$ cat config.mk
export PLATFORM = sky130hd
export DESIGN_NAME = tia_fb_writer
export DESIGN_NICKNAME = d
export VERILOG_FILES = /design/src/rtl/tia_fb_writer.sv
export SDC_FILE = /design/constraint.sdc
export NUM_CORES = 1
export LEC_CHECK = 0
export ABC_AREA = 1
export BUFFER_PORTS_ARGS = -buffer_cell sky130_fd_sc_hd__buf_2
export CAP_MARGIN = 20
export CORE_AREA = 4 4 135 137
export CTS_CLUSTER_DIAMETER = 80
export DETAILED_ROUTE_END_ITERATION = 6
export DIE_AREA = 0 0 139 141
export MAX_ROUTING_LAYER = met4
export SETUP_SLACK_MARGIN = 0.2
export SYNTH_ARGS = -nofsm -noshare
export SYNTH_HDL_FRONTEND = slang
export SYNTH_SLANG_ARGS = --single-unit
$ cat constraint.sdc
create_clock -name clk -period 2.8 [get_ports clk]
set_input_delay 0.28 -clock clk [delete_from_list [all_inputs] [get_ports clk]]
set_output_delay 0.28 -clock clk [all_outputs]
set_load 0.05 [all_outputs]
$ cat src/rtl/tia_fb_writer.sv
// tia_fb_writer: TIA pixel strobes (pix_*, hblank/vblank/vsync) -> x/y capture -> FIFO -> valid/ready frame-buffer writes (fb_*), plus frame_done/overflow/frame_count status
module tia_fb_writer #(
  parameter int WIDTH      = 160,
  parameter int HEIGHT     = 240,
  parameter int FIFO_DEPTH = 4
) (
  input  logic        clk,
  input  logic        reset,
  input  logic        pix_valid,
  input  logic [6:0]  pix_color,
  input  logic        hblank,
  input  logic        vblank,
  input  logic        vsync,
  output logic        fb_we,
  output logic [15:0] fb_addr,
  output logic [6:0]  fb_data,
  input  logic        fb_ready,
  output logic        frame_done,
  output logic        overflow,
  output logic [7:0]  frame_count
);
  localparam int XW = $clog2(WIDTH + 1);
  localparam int YW = $clog2(HEIGHT + 1);
  localparam int PW = $clog2(FIFO_DEPTH);
  typedef enum logic [1:0] {ST_SYNC, ST_WAIT, ST_ACTIVE, ST_DONE} state_t;
  state_t state_q, state_d;
  logic [XW-1:0] x_q, x_d;
  logic [YW-1:0] y_q, y_d;
  logic [15:0] line_base_q, line_base_d;
  logic vsync_q, hblank_q;
  logic [PW:0] wr_q, wr_d, rd_q, rd_d;
  logic [22:0] mem_q [FIFO_DEPTH];
  logic [22:0] mem_d [FIFO_DEPTH];
  logic frame_done_q, frame_done_d, overflow_q, overflow_d;
  logic [7:0] frame_count_q, frame_count_d;
  logic vs_rise, hb_rise, pix_ok, push, pop, full, empty;
  assign vs_rise = vsync & ~vsync_q;
  assign hb_rise = hblank & ~hblank_q;
  assign pix_ok  = pix_valid & ~hblank & ~vblank;
  assign empty   = wr_q == rd_q;
  assign full    = (wr_q[PW] != rd_q[PW]) && (wr_q[PW-1:0] == rd_q[PW-1:0]);
  assign pop     = ~empty & fb_ready;
  assign fb_we       = ~empty;
  assign fb_addr     = mem_q[rd_q[PW-1:0]][22:7];
  assign fb_data     = mem_q[rd_q[PW-1:0]][6:0];
  assign frame_done  = frame_done_q;
  assign overflow    = overflow_q;
  assign frame_count = frame_count_q;
  always_comb begin
    state_d       = state_q;
    x_d           = x_q;
    y_d           = y_q;
    line_base_d   = line_base_q;
    frame_done_d  = 1'b0;
    frame_count_d = frame_count_q;
    push          = 1'b0;
    if (vs_rise) begin
      state_d     = ST_WAIT;
      x_d         = '0;
      y_d         = '0;
      line_base_d = '0;
    end else begin
      case (state_q)
        ST_WAIT: if (pix_ok) begin
          push    = 1'b1;
          state_d = ST_ACTIVE;
        end
        ST_ACTIVE: if (pix_ok && x_q < XW'(WIDTH)) begin
          push = 1'b1;
        end else if (hb_rise && x_q != '0) begin
          x_d         = '0;
          y_d         = y_q + YW'(1);
          line_base_d = line_base_q + 16'(WIDTH);
          if (y_q == YW'(HEIGHT - 1)) begin
            state_d       = ST_DONE;
            frame_done_d  = 1'b1;
            frame_count_d = frame_count_q + 8'd1;
          end
        end
        default: ;
      endcase
    end
    if (push) x_d = x_q + XW'(1);
  end
  always_comb begin
    mem_d      = mem_q;
    wr_d       = wr_q;
    rd_d       = pop ? rd_q + (PW+1)'(1) : rd_q;
    overflow_d = overflow_q | (push & full & ~pop);
    if (push && (!full || pop)) begin
      mem_d[wr_q[PW-1:0]] = {line_base_q + 16'(x_q), pix_color};
      wr_d                = wr_q + (PW+1)'(1);
    end
  end
  always_ff @(posedge clk) begin
    if (reset) begin
      state_q       <= ST_SYNC;
      x_q           <= '0;
      y_q           <= '0;
      line_base_q   <= '0;
      vsync_q       <= 1'b0;
      hblank_q      <= 1'b0;
      wr_q          <= '0;
      rd_q          <= '0;
      mem_q         <= '{default: '0};
      frame_done_q  <= 1'b0;
      overflow_q    <= 1'b0;
      frame_count_q <= '0;
    end else begin
      state_q       <= state_d;
      x_q           <= x_d;
      y_q           <= y_d;
      line_base_q   <= line_base_d;
      vsync_q       <= vsync;
      hblank_q      <= hblank;
      wr_q          <= wr_d;
      rd_q          <= rd_d;
      mem_q         <= mem_d;
      frame_done_q  <= frame_done_d;
      overflow_q    <= overflow_d;
      frame_count_q <= frame_count_d;
    end
  end
endmodule

# Yosys cells after proc, flatten, opt, wreduce, memory -nomap -nowiden
# Cells that the tools add are included.
word_totals:
  ramBits: 0
  memories: 0
  rom_bits: 0
  inputBits: 14
  word_cells: 103
  out_inout_bits: 34
  latch_bits: 0
  ff_bits: 144
op_classes:
  shift: 0
  n_eq_ne: 15
  n_reduce_logical: 19
  multipliers: 0
  order_cmp: 4
  bitwise_logic: 20
  n_mux: 22
  add_sub_neg: 7
  div_mod_pow: 0
ops:
  columns: ["cell", "n"]
  rows:
  - ["bitwise mux 92 bit", 1]
  - ["2-to-1 mux 23 bit", 3]
  - ["binary-select mux 23 bit (select 2 bit)", 1]
  - ["demux 23 bit (select 2 bit)", 1]
  - ["2-to-1 mux 8 bit", 5]
  - ["adder 8 x 1 -> 8 bit (second input constant)", 3]
  - ["adder 16 x 8 -> 16 bit", 1]
  - ["adder 16 x 8 -> 16 bit (second input constant)", 1]
  - ["!= test 3 bit (second input constant)", 5]
  - ["AND reduction 5 bit", 3]
  - ["NOT 1 bit", 10]
  - ["nonzero test 3 bit", 3]
  - ["== test 8 bit (second input constant)", 1]
  - ["< comparator 8 bit (second input constant)", 1]
  - ["2-to-1 mux 2 bit", 4]
  - ["!= test 2 bit (second input constant)", 4]
  - ["nonzero test 8 bit", 1]
  - ["bitwise AND 1 bit", 7]
  - ["adder 3 x 1 -> 3 bit (second input constant)", 2]
  - ["greater-or-equal comparator 3 bit (second input constant)", 2]
  - ["NOT 2 -> 3 bit", 2]
  - ["AND reduction 3 bit", 2]
  - ["logical AND 1 bit", 5]
  - ["2-to-1 mux 1 bit", 5]
  - ["other kinds (14)", 14]

# Logic depth before layout (Yosys ltp)
# Gate-level depths: netlist (run 1).
depth:
  word_depth: 10
  depth_mapped: 11
  depth_no_buf: 11

# Worst setup path after synthesis (run 1)
# OpenSTA, ideal clock, no wires.
synth_timing:
  path_type: "reg2out"
  start: "register rd_q[0]"
  end: "output port fb_addr[0]"
  n_path_buf: 2
  t_required_ns: 2.520
  stages_incl_launch_ff: 6
  arrival_ns: 1.767
  slack_ns: 0.753
  cell_sequence: "dfxtp_1 inv_1 clkbuf_1 clkbuf_1 nor2_1 o22ai_1"
synth_between:
  elab_chain_len: 4
synth_lines:
  columns: ["item", "line", "text"]
  rows:
  - ["start: declaration", "31", "logic [PW:0] wr_q, wr_d, rd_q, rd_d;"]
  - ["start signal: assignment", "117", "rd_q <= rd_d;"]
  - ["NOT 2 -> 3 bit (implied by the code)", "44", "assign fb_addr = mem_q[rd_q[PW-1:0]][22:7];"]
  - ["binary-select mux 23 bit (select 2 bit)", "44", null]
  - ["2-to-1 mux 23 bit (2 in a row)", null, null]
  - ["end: declaration", "15", "output logic [15:0] fb_addr,"]
# No other way between the ends. The select of a mux whose other input is x is not followed.

# Worst setup path after layout (run 1)
layout_timing:
  start: "register state_q[0]"
  end: "register mem_q[45] (netlist bit)"
layout_between:
  elab_chain_len: 4
  elab_cells_between_ends: 5
  classes_between: "eq/ne: 2; mux: 2; reduce/logical: 1"
layout_lines:
  columns: ["item", "line", "text"]
  rows:
  - ["start: declaration", "26", "state_t state_q, state_d;"]
  - ["start signal: assignment", "110", "state_q <= state_d;"]
  - ["== test 2 bit or == test 2 x 1 -> 1 bit (tied branches)", "63", "case (state_q)"]
  - ["case mux 1 bit (2 select lines) *", "63", null]
  - ["2-to-1 mux 1 bit *", "57", "if (vs_rise) begin"]
  - ["logical AND 1 bit *", "90", "if (push && (!full || pop)) begin"]
  - ["end signal: assignment", "118", "mem_q <= mem_d;"]
  - ["end: declaration", "32", "logic [22:0] mem_q [FIFO_DEPTH];"]
# Every way passes the cells marked *; elsewhere a longest branch is shown, timed or not.
# A chain may end at the register's enable or synchronous reset.

==> results of run 1 <==
-- layer usage --
| metal | up-vias | routed length (µm) |
|---|---|---|
| li1 | 3296 | - |
| met1 | 2790 | 8160 |
| met2 | 77 | 7230 |
| met3 | 14 | 430 |
| met4 | 0 | 178 |
| met5 | - | 0 |
-- state kept, by name (all words and copies together) (netlist names) --
register     count
mem_q           92
rd_q             3
frame_done       1
state_q          2
hblank_q         1
y_q              8
line_base_q     11
wr_q             3
overflow         1
x_q              8
frame_count      8
vsync_q          1
-- cells by family after synthesis --
| logic type | count (synthesis) |
|---|---|
| DFF | 139 |
| and+or+nand+nor | 595 |
| buffers and inverters | 115 |
| adders and majority gates | 16 |
| xor gates and xnor gates | 13 |
| AOI/OAI and AO/OA | 144 |
-- critical path, cell delays in order, from the launching register on --
cell	delay [ns]
dfxtp_1	0.31
inv_1	0.07
ha_1	0.29
nand3_1	0.11
nand2_1	0.15
nand4_4	0.31
nor2_4	0.45
buf_12	0.24
nand2_1	0.06
nand2_1	0.07
nor2_1	0.04
-- stage by stage --
stage	power, mW	area, µm²
detailed placement	2.75	7190
floorplan	2.57	6720
global route	5.35	7840
finish	5.14	7840
global placement	2.75	7190
CTS	5.20	7840
-- worst paths after layout --
kind              startpoint        end  slack, ns  cells after the start
hold reg to reg    mem_q[56]  mem_q[56]       0.47                      2
hold / removal         vsync    vsync_q       0.08                      3
setup reg to reg  state_q[0]  mem_q[45]       0.57                     10
setup / recovery  state_q[0]  mem_q[45]       0.57                     10
-- synthesized netlist by cell type (all sizes together) (4+ instances only) --
cell / count / area, µm²
o22ai: 24 / 150
nand3: 25 / 125
xor2: 9 / 78.8
nand2: 264 / 991
o21bai: 7 / 52.6
buf: 24 / 148
dfxtp: 139 / 2780
nor2: 279 / 1060
nor3: 10 / 50.1
o21ai: 70 / 350
clkbuf: 25 / 93.8
ha: 15 / 188
a21oi: 39 / 195
xnor2: 4 / 35.0
inv: 65 / 244
nand4: 12 / 90.1
-- power breakdown --
part           total [mW]  internal, mW  leakage, nW  switching (mW)
clock network        2.43          1.59        0.312           0.847
registers            2.00          1.99         1.12         0.00847
logic               0.702         0.170         1.85           0.532
-- placed cells by master (no fill, tap or decap), types with 2 or more instances in the layout --
cell | Yosys | final
inv_1 | 63 | 62
buf_4 | 13 | 13
ha_1 | 15 | 15
clkinvlp_4 | 0 | 2
or2_2 | 2 | 2
o22ai_1 | 24 | 24
o21bai_1 | 7 | 7
nand2_1 | 264 | 264
a21oi_1 | 39 | 39
o21a_1 | 2 | 2
xnor2_1 | 4 | 4
o21ai_0 | 69 | 69
clkbuf_8 | 0 | 4
clkbuf_16 | 0 | 17
nand4_1 | 11 | 11
nor2_1 | 275 | 275
xor2_1 | 9 | 9
buf_2 | 7 | 47
nor3_1 | 10 | 10
dfxtp_1 | 139 | 139
inv_2 | 2 | 3
nand3_1 | 25 | 25
buf_12 | 0 | 4
bufinv_16 | 0 | 4
clkinv_2 | 0 | 2
nor4_1 | 2 | 2
clkinv_4 | 0 | 2
nor2_4 | 1 | 4
-- final cells by class --
| cell class | instances | share of cell area (%) |
|---|---|---|
| clock inverters | 10 | 2.08 |
| well taps | 225 | 3.59 |
| multi-input cells | 768 | 44.2 |
| repair buffers | 64 | 5.27 |
| clock buffers | 22 | 6.18 |
| inverters | 66 | 3.16 |
| flip-flops and latches | 139 | 35.5 |
==> results.toml, run 1 <==
[outcome]
status = "finished, final reports clean"

[placement]
detailedPlacementHpwl_mm = 10.5
place_inst = 1262
globalplace.congestion = 0.774
place_ws_ns = 0.542
port_buf_inserts = 47

[power_and_ir_drop]
ir_worst_vdd_mv = 0.342
total_leakage_power_nw = 3.29
pwr_density_cell_nw_per_um2 = 655

[worst_setup_path]
crit_type = "reg -> reg"
setup.worst_path.end_class = "flip-flop"
critPathArrivalTime_ns = 2.54
crit_fanout = 30
critPathLaunchType = "flip-flop"
cp.required_ns = 3.11

[clock_tree]
tritoncts = "built"
cts-root-buf = "clkbuf_16"
cts.hold.buffers_added = 0
cts_buffers = 17
worst_skew_pair.late_latency_ns = 0.42
ctsHtreeMaxLevel = 4
postCtsSetupRepairBufs = 0
clock_path_buffers = 2
clkTransAtPathRegs_ns = 0.06
clock_sink_count = 139
cts-resized-gates = 0

[detailed_routing]
drt_pre_antenna_iters = 4
drt_first_iter_violations = 364
route.vias.total = 6177
totalWireLength_mm = 16.0
route.detailed.drc = 0
drt-wirelength-per-cell_um = 12.4
drt-vias-per-instance = 4.77
drt.antenna.violating_nets = 0

[synthesis]
syn-num-nets = 1052
synth_xor_area_share_pct = 1.69
synth_cell_type_count = 31
synth-simple-area-share_pct = 35.0
number_of_synthesized_flops_with_an_enable_pin = 0
synth_ff_type = "dfxtp_1"
adder_and_majority_cell_fraction_of_the_synthesized_area_pct = 3.09
async_flop_share_pct = 0
synth_mux_area_share_pct = 0
synth_compound_gate_area_share_pct = 11.6
synth.avg_cell_area_um2 = 6.58
yosysWarningCount = 0
portion_of_the_post_synthesis_area_used_by_sequential_elements_pct = 41.4
syn_area_um2 = 6720
synth_top_family_by_area = "simple AND/OR/NAND/NOR gates"
synth_seq_cells = 139
netlist_instances = 1022

[layout]
num-nets-final = 1086
non_filler_instance_count_after_layout = 1294
antenna_cells = 0
final_core_util_pct = 45.9
drive_gt1_share_pct = 9.92
register_area_um2 = 2780
nFillCells = 1805
multiInputGateArea_um2 = 3460
synthToLayoutAreaGrowth_pct = 16.6

[global_route]
grt_util_met2_pct = 28.0
maximum_number_of_pins_on_one_net_before_global_route_repair = 49
vias_in_the_first_global_route = 5812
grt_usage_pct = 17.5
global_route.usage.met3_pct = 3.26
grt_antenna_before_repair = 0
gr-total-overflow = 0
grt_use_met1_pct = 22.9
global_route.peak_usage_layer = "met2"
grt_pass1_wl_mm = 28.0

[sta]
report.final.slew_viol_count = 0
final.hold.worst_slack_ns = 0.0818
hold_viol_final = 0
max-slew-margin-rel_pct = 61.8
finalSetupViolations = 0
final.setup_skew_ns = 0.00628
min_period_over_period_pct = 79.6
grt_setup_unrepaired = "false"
final_setup_slack_of_the_worst_path_ns = 0.573
final.min_clock_period_ns = 2.23
setup_tns_ns = 0
max_slew.worst_pin.slew_ns = 0.571
max_freq_mhz = 449

[floorplan]
ios = 48
fp.coreArea_um2 = 17100
die_w_um = 139
std_cell_rows = 48
die_height_um = 141
die_area_um2 = 19600
start_util_pct = 39.4

[flow_run]
cap_violations = 0

[hold_path]
min-delay-path-class = "in -> reg"
No activity file was read; power rests on OpenSTA's default activity.
==> run 2: changes to the inputs <==
- ABC_AREA: 1 -> 0
- CORE_AREA: 4 4 135 137 -> 4 4 130 132
- DIE_AREA: 0 0 139 141 -> 0 0 134 136
- clock period: 2.8 -> 2.1 ns (I/O delays scaled with it)
==> run 2 against run 1 <==
Clock-buffer cell count decreased by 1. Global-route usage rose by 1.1 points. Largest power group unchanged. Synthesized cell count is 33% lower. Fmax up 5.5%. Setup slack lost 0.58 ns. The flow now finishes with violations (negative setup slack). Critical path depth unchanged. Non-clock buffer count rose by 67. Sequential share of layout area decreased by 3.7 points.
==> results.toml, run 2 <==
[sta]
finalSetupViolations = 5
final.setup_skew_ns = 0.00835
setup_tns_ns = -0.0296
max-slew-margin-rel_pct = 55.0
grt_setup_unrepaired = "true"
max_freq_mhz = 473
max_slew.worst_pin.slew_ns = 0.674
min_period_over_period_pct = 101
report.final.slew_viol_count = 0
final_setup_slack_of_the_worst_path_ns = -0.0120
hold_viol_final = 0
final.min_clock_period_ns = 2.11

[layout]
drive_gt1_share_pct = 34.8
multiInputGateArea_um2 = 3520
most_flops_register = "mem_q"
num-nets-final = 818
nFillCells = 1285
layout.cells.most_common_list = "132 x dfxtp_1, 117 x nand2_1, 67 x nor2_1"
non_filler_instance_count_after_layout = 1016
most_common_cell_after_layout_fill_and_taps_aside = "dfxtp_1"
register_area_um2 = 2800
antenna_cells = 0
synthToLayoutAreaGrowth_pct = 40.9
reg_top3 = "mem_q: 92 flops, line_base_q: 11 flops"
largest_reg_flops = 92

[worst_setup_path]
critical_path_buf_inv_count = 5
cp_top_family = "buffers and inverters"
crit_fanout = 6
cp.required_ns = 2.39
crit_type = "reg -> reg"
critPathLaunchType = "flip-flop"
crit_chain = "ha_4 -> nor4b_4 -> o221a_4 -> buf_6 -> buf_6 -> and3_4 -> buf_12 -> buf_12 -> buf_8 -> a211oi_2"
slowest_delay_ns = 0.37
critPathArrivalTime_ns = 2.40
cpMaxStageDelayCell = "dfxtp_4"
setup.worst_path.end_class = "flip-flop"

[placement]
port_buf_inserts = 47
globalplace.congestion = 0.861
detailedPlacementHpwl_mm = 9.76
place_inst = 951

[floorplan]
ios = 48
die_w_um = 134
die_area_um2 = 18200
fp.coreArea_um2 = 15700
die_height_um = 136
start_util_pct = 39.7
std_cell_rows = 46

[synthesis]
synth_ff_type = "dfxtp_1"
netlist_instances = 688
number_of_synthesized_flops_with_an_enable_pin = 0
synth_top_area_share_pct = 44.6
ys_top_cells_by_count = "139 x dfxtp_1, 139 x nand2_1, 74 x a21oi_1"
syn-num-nets = 718
synth_cell_type_count = 47
async_flop_share_pct = 0
synth.avg_cell_area_um2 = 9.07
synth.largest_area_cell = "dfxtp_1"
portion_of_the_post_synthesis_area_used_by_sequential_elements_pct = 44.6
synth_seq_cells = 139
syn_area_um2 = 6240
synthTopCellsByArea = "dfxtp_1 45%, nand2_1 8.4%, mux4_2 8.3%, a21oi_1 5.9%, nor2_1 4.3%"
yosysWarningCount = 0

[detailed_routing]
totalWireLength_mm = 16.8
route.detailed.drc = 0
drt_pre_antenna_iters = 5
drt.antenna.violating_nets = 0
drt-wirelength-per-cell_um = 16.5
drt_first_iter_violations = 395
drt-vias-per-instance = 5.27
route.vias.total = 5350

[flow_run]
cap_violations = 0

[global_route]
gr-total-overflow = 0
grt_usage_pct = 18.6
vias_in_the_first_global_route = 5247
grt_antenna_before_repair = 0
grt_pass1_wl_mm = 26.1
maximum_number_of_pins_on_one_net_before_global_route_repair = 114

[power_and_ir_drop]
ir_worst_vdd_mv = 0.567
total_leakage_power_nw = 3.15
pwr_density_cell_nw_per_um2 = 660

[clock_tree]
cts-root-buf = "clkbuf_16"
clock_path_buffers = 2
worst_skew_pair.late_latency_ns = 0.43
cts_buffers = 17
clkTransAtPathRegs_ns = 0.06
clock_sink_count = 139
tritoncts = "built"
ctsHtreeMaxLevel = 4

[outcome]
status = "complete, but fails checks"
failed_checks = "negative setup slack"

[hold_path]
min-delay-path-class = "in -> reg"
==> run 2: changes by cell type in the layout (fill, tap and decap cells not counted), moves of 24 or more <==
cell     before  now
o22ai_1      24    0
buf_4        13   41
a21oi_1      39   65
nand2_1     264  117
buf_8         0   25
inv_1        62    8
nor2_1      275   67
buf_2        47   22
o21ai_0      69    5
==> run 2: logic make-up after synthesis <==
| logic type | share of synthesized area, % |
|---|---|
| multiplexers | 8.62 |
| AO/OA/AOI/OAI | 13.7 |
| AND/OR/NAND/NOR | 19.1 |
| buffers and inverters | 5.05 |
| XOR/XNOR | 5.61 |
| flip-flops | 44.6 |
| adder cells (fa/ha/maj) | 3.33 |
==> run 2: worst register-to-register path, stage by stage (launching register included) <==
cell      delay (ns)
dfxtp_4         0.37
ha_4            0.25
nor4b_4         0.27
o221a_4         0.26
buf_6           0.10
buf_6           0.10
and3_4          0.20
buf_12          0.13
buf_12          0.12
buf_8           0.12
a211oi_2        0.06
==> run 2: area by class of cell <==
| class | count | area share (%) |
|---|---|---|
| well taps | 216 | 3.07 |
| repair buffers | 131 | 18.0 |
| flip-flops and latches | 139 | 31.8 |
| multi-input cells | 489 | 40.1 |
| clock inverters | 10 | 1.31 |
| inverters | 10 | 0.427 |
| clock buffers | 21 | 5.35 |
==> run 2: metal layers <==
layer	global-route usage, %	wire length [µm]
met1	22.2	7240
met5	-	0
met3	4.37	779
met4	6.40	276
met2	31.0	8490
==> run 2: worst paths after layout <==
| path | startpoint | depth (start not counted) | to | slack, ns |
|---|---|---|---|---|
| setup reg to reg | state_q[1] | 10 | mem_q[16] | -0.01 |
| hold reg to reg | mem_q[70] | 2 | mem_q[70] | 0.45 |
| setup / recovery | state_q[1] | 10 | mem_q[16] | -0.01 |
| hold / removal | vsync | 2 | vsync_q | 0.03 |
==> run 2: timing repair <==
item / in CTS / in global routing
gates resized for setup: 79 / 149
hold endpoints to repair: 0 / 0
hold buffers: 0 / 0
pin swaps: 14 / 28
setup endpoints to repair: 129 / 131
cloned: 6 / 3
buffers inserted: 21 / 4
==> run 2: power breakdown <==
part / leakage, nW / switching, mW / internal, mW
Combinational: 1.75 / 0.125 / 0.0741
Sequential: 1.12 / 0.00629 / 2.64
Clock: 0.282 / 1.12 / 1.83
==> run 2: metrics by stage <==
step	power (mW)	utilization (%)	worst slack, ns	hold slack, ns	cell area, µm²
floorplan	2.80	-	0.191	0.338	6290
detailed placement	2.86	44.3	-0.0383	0.445	6960
global route	5.99	55.9	-0.128	0.0407	8790
finish	5.80	55.9	-0.0120	0.0317	8790
global placement	2.86	44.3	0.0441	0.439	6960
CTS	5.84	52.1	0.0258	0.00796	8180
==> run 3: changes to the inputs <==
==> constraint.sdc (replaced) <==
create_clock -name clk -period 2.1 [get_ports clk]
set_input_delay 0.105 -clock clk [delete_from_list [all_inputs] [get_ports clk]]
set_output_delay 0.105 -clock clk [all_outputs]
set_load 0.05 [all_outputs]
==> run 3 against run 2 <==
The run now ends clean. Cell count is 0.49% higher. Total power is 0.65% lower. Wire length is 1.6% lower. Sequential power hardly changed. First-iteration DRC count is 12% higher. Design area is 4.6% lower. Clock skew is 0.0031 ns lower. Core utilization is 2.6 points lower. Register-to-register slack better by 0.06 ns. Clock-buffer cell count is 1 higher. Combinational power is 8% higher. Non-clock buffer count is 4 higher. Largest power group unchanged.
==> results.toml, run 3 (same netlist as run 2, synthesis figures left out) <==
[layout]
multiInputGateArea_um2 = 3390
synthToLayoutAreaGrowth_pct = 34.4
most_flops_register = "mem_q"
antenna_cells = 0
register_area_um2 = 2800
most_common_cell_after_layout_fill_and_taps_aside = "nand2_1"
largest_reg_flops = 92
num-nets-final = 822
drive_gt1_share_pct = 30.1
nFillCells = 1387
reg_top3 = "mem_q: 92 flops, line_base_q: 11 flops"
layout.cells.most_common_list = "138 x nand2_1, 132 x dfxtp_1, 72 x a21oi_1"

[hold_path]
min-delay-path-class = "in -> reg"

[global_route]
gr-total-overflow = 0
vias_in_the_first_global_route = 5177
maximum_number_of_pins_on_one_net_before_global_route_repair = 114
grt_usage_pct = 18.2
grt_antenna_before_repair = 0
grt_pass1_wl_mm = 25.5

[clock_tree]
cts_buffers = 17
cts-root-buf = "clkbuf_16"
clock_sink_count = 139
worst_skew_pair.late_latency_ns = 0.42
ctsHtreeMaxLevel = 4
clkTransAtPathRegs_ns = 0.06
tritoncts = "built"
clock_path_buffers = 2

[placement]
place_ws_ns = -0.0935
detailedPlacementHpwl_mm = 10.0
globalplace.congestion = 0.848
port_buf_inserts = 47

[detailed_routing]
drt_first_iter_violations = 443
drt.antenna.violating_nets = 0
route.detailed.drc = 0
route.vias.total = 5295
totalWireLength_mm = 16.5
drt-wirelength-per-cell_um = 16.2
drt_pre_antenna_iters = 5
drt-vias-per-instance = 5.19

[sta]
max_slew.worst_pin.slew_ns = 0.689
final_setup_slack_of_the_worst_path_ns = 0.0515
final.min_clock_period_ns = 2.05
min_period_over_period_pct = 97.5
max-slew-margin-rel_pct = 53.6
final.setup_skew_ns = 0.00525
grt_setup_unrepaired = "true"
hold_viol_final = 0
report.final.slew_viol_count = 0
max_freq_mhz = 488
finalSetupViolations = 0
setup_tns_ns = 0

[worst_setup_path]
crit_type = "reg -> reg"
cp_top_family = "compound AO/OA/AOI/OAI gates"
cp.required_ns = 2.42
crit_fanout = 9
cpMaxStageDelayCell = "o41a_1"
crit_chain = "xor2_1 -> o41a_1 -> buf_4 -> and3_4 -> buf_12 -> buf_16 -> a211oi_1"
critPathLaunchType = "flip-flop"
slowest_delay_ns = 0.45
setup.worst_path.end_class = "flip-flop"
critical_path_buf_inv_count = 3
reg2reg_setup_slack_ns = 0.05
critPathArrivalTime_ns = 2.36

[floorplan]
die_height_um = 136
std_cell_rows = 46
die_w_um = 134
ios = 48
fp.coreArea_um2 = 15700
start_util_pct = 39.7
die_area_um2 = 18200

[power_and_ir_drop]
pwr_density_cell_nw_per_um2 = 687
netSwitchingPower_mw = 1.25
p_seq_share_pct = 46.0
power.clock.fraction_pct = 50.3
pwr-share-comb_pct = 3.7
p_sw_share_pct = 21.7
total_leakage_power_nw = 3.04
ir_worst_vdd_mv = 0.588
intPower_mw = 4.51

[outcome]
status = "finished, final reports clean"

[flow_run]
cap_violations = 0
## run 3: area by class of cell
type,instances,share of cell area (%)
clock buffer,22,5.89
clock inverter,10,1.07
tap,216,3.22
multi-input combinational,489,40.4
sequential,139,33.3
timing repair buffer,135,15.6
inverter,10,0.447
## run 3: worst paths after layout
check / depth (start not counted) / endpoint / startpoint
max: 7 / mem_q[82] / rd_q[0]
min: 3 / rd_q[1] / fb_ready
max reg2reg: 7 / mem_q[82] / rd_q[0]
min reg2reg: 2 / mem_q[24] / mem_q[24]
## run 3: timing repair
item | in CTS | in global routing
hold buffers | 9 | 0
buffers inserted | 13 | 13
endpoints found under the hold margin | 30 | 0
pin swaps | 16 | 14
resized for setup | 47 | 71
gates cloned | 3 | 4
endpoints found under the setup margin | 129 | 133
## run 3: power groups by stage
stage          sequential, mW  clock, mW  combinational, mW
2_1_floorplan            2.71          0             0.0968
3_3_place_gp             2.71          0              0.150
3_5_place_dp             2.71          0              0.154
4_1_cts                  2.65       2.96              0.194
5_1_grt                  2.65       3.09              0.232
6_report                 2.65       2.90              0.215
## run 3: per-layer routing
| layer | vias to the layer above | share of wire, % | track usage [%] |
|---|---|---|---|
| met1 | 2561 | 43 | 21.7 |
| met5 | - | 0 | - |
| li1 | 2582 | - | - |
| met2 | 128 | 50 | 30.6 |
| met4 | 0 | 1.6 | 4.80 |
| met3 | 24 | 4.9 | 5.11 |
## run 3: worst reg2reg max path, delay by kind of cell (launching register included)
kind	cells	cell delay [ns]
compound gates	2	0.74
xor+xnor	1	0.19
buf+inv	3	0.44
simple gates	1	0.20
flops	1	0.38
## run 3: metrics by stage
stage	total power, mW	utilization (%)	std cells	hold slack, ns	area [µm²]
2_1_floorplan	2.80	-	688	0.233	6290
3_3_place_gp	2.86	43.9	947	0.354	6900
3_5_place_dp	2.86	43.9	947	0.367	6900
4_1_cts	5.81	50.7	1004	0.00292	7960
5_1_grt	5.97	53.4	1021	0.0370	8390
6_report	5.76	53.4	1021	0.0282	8390
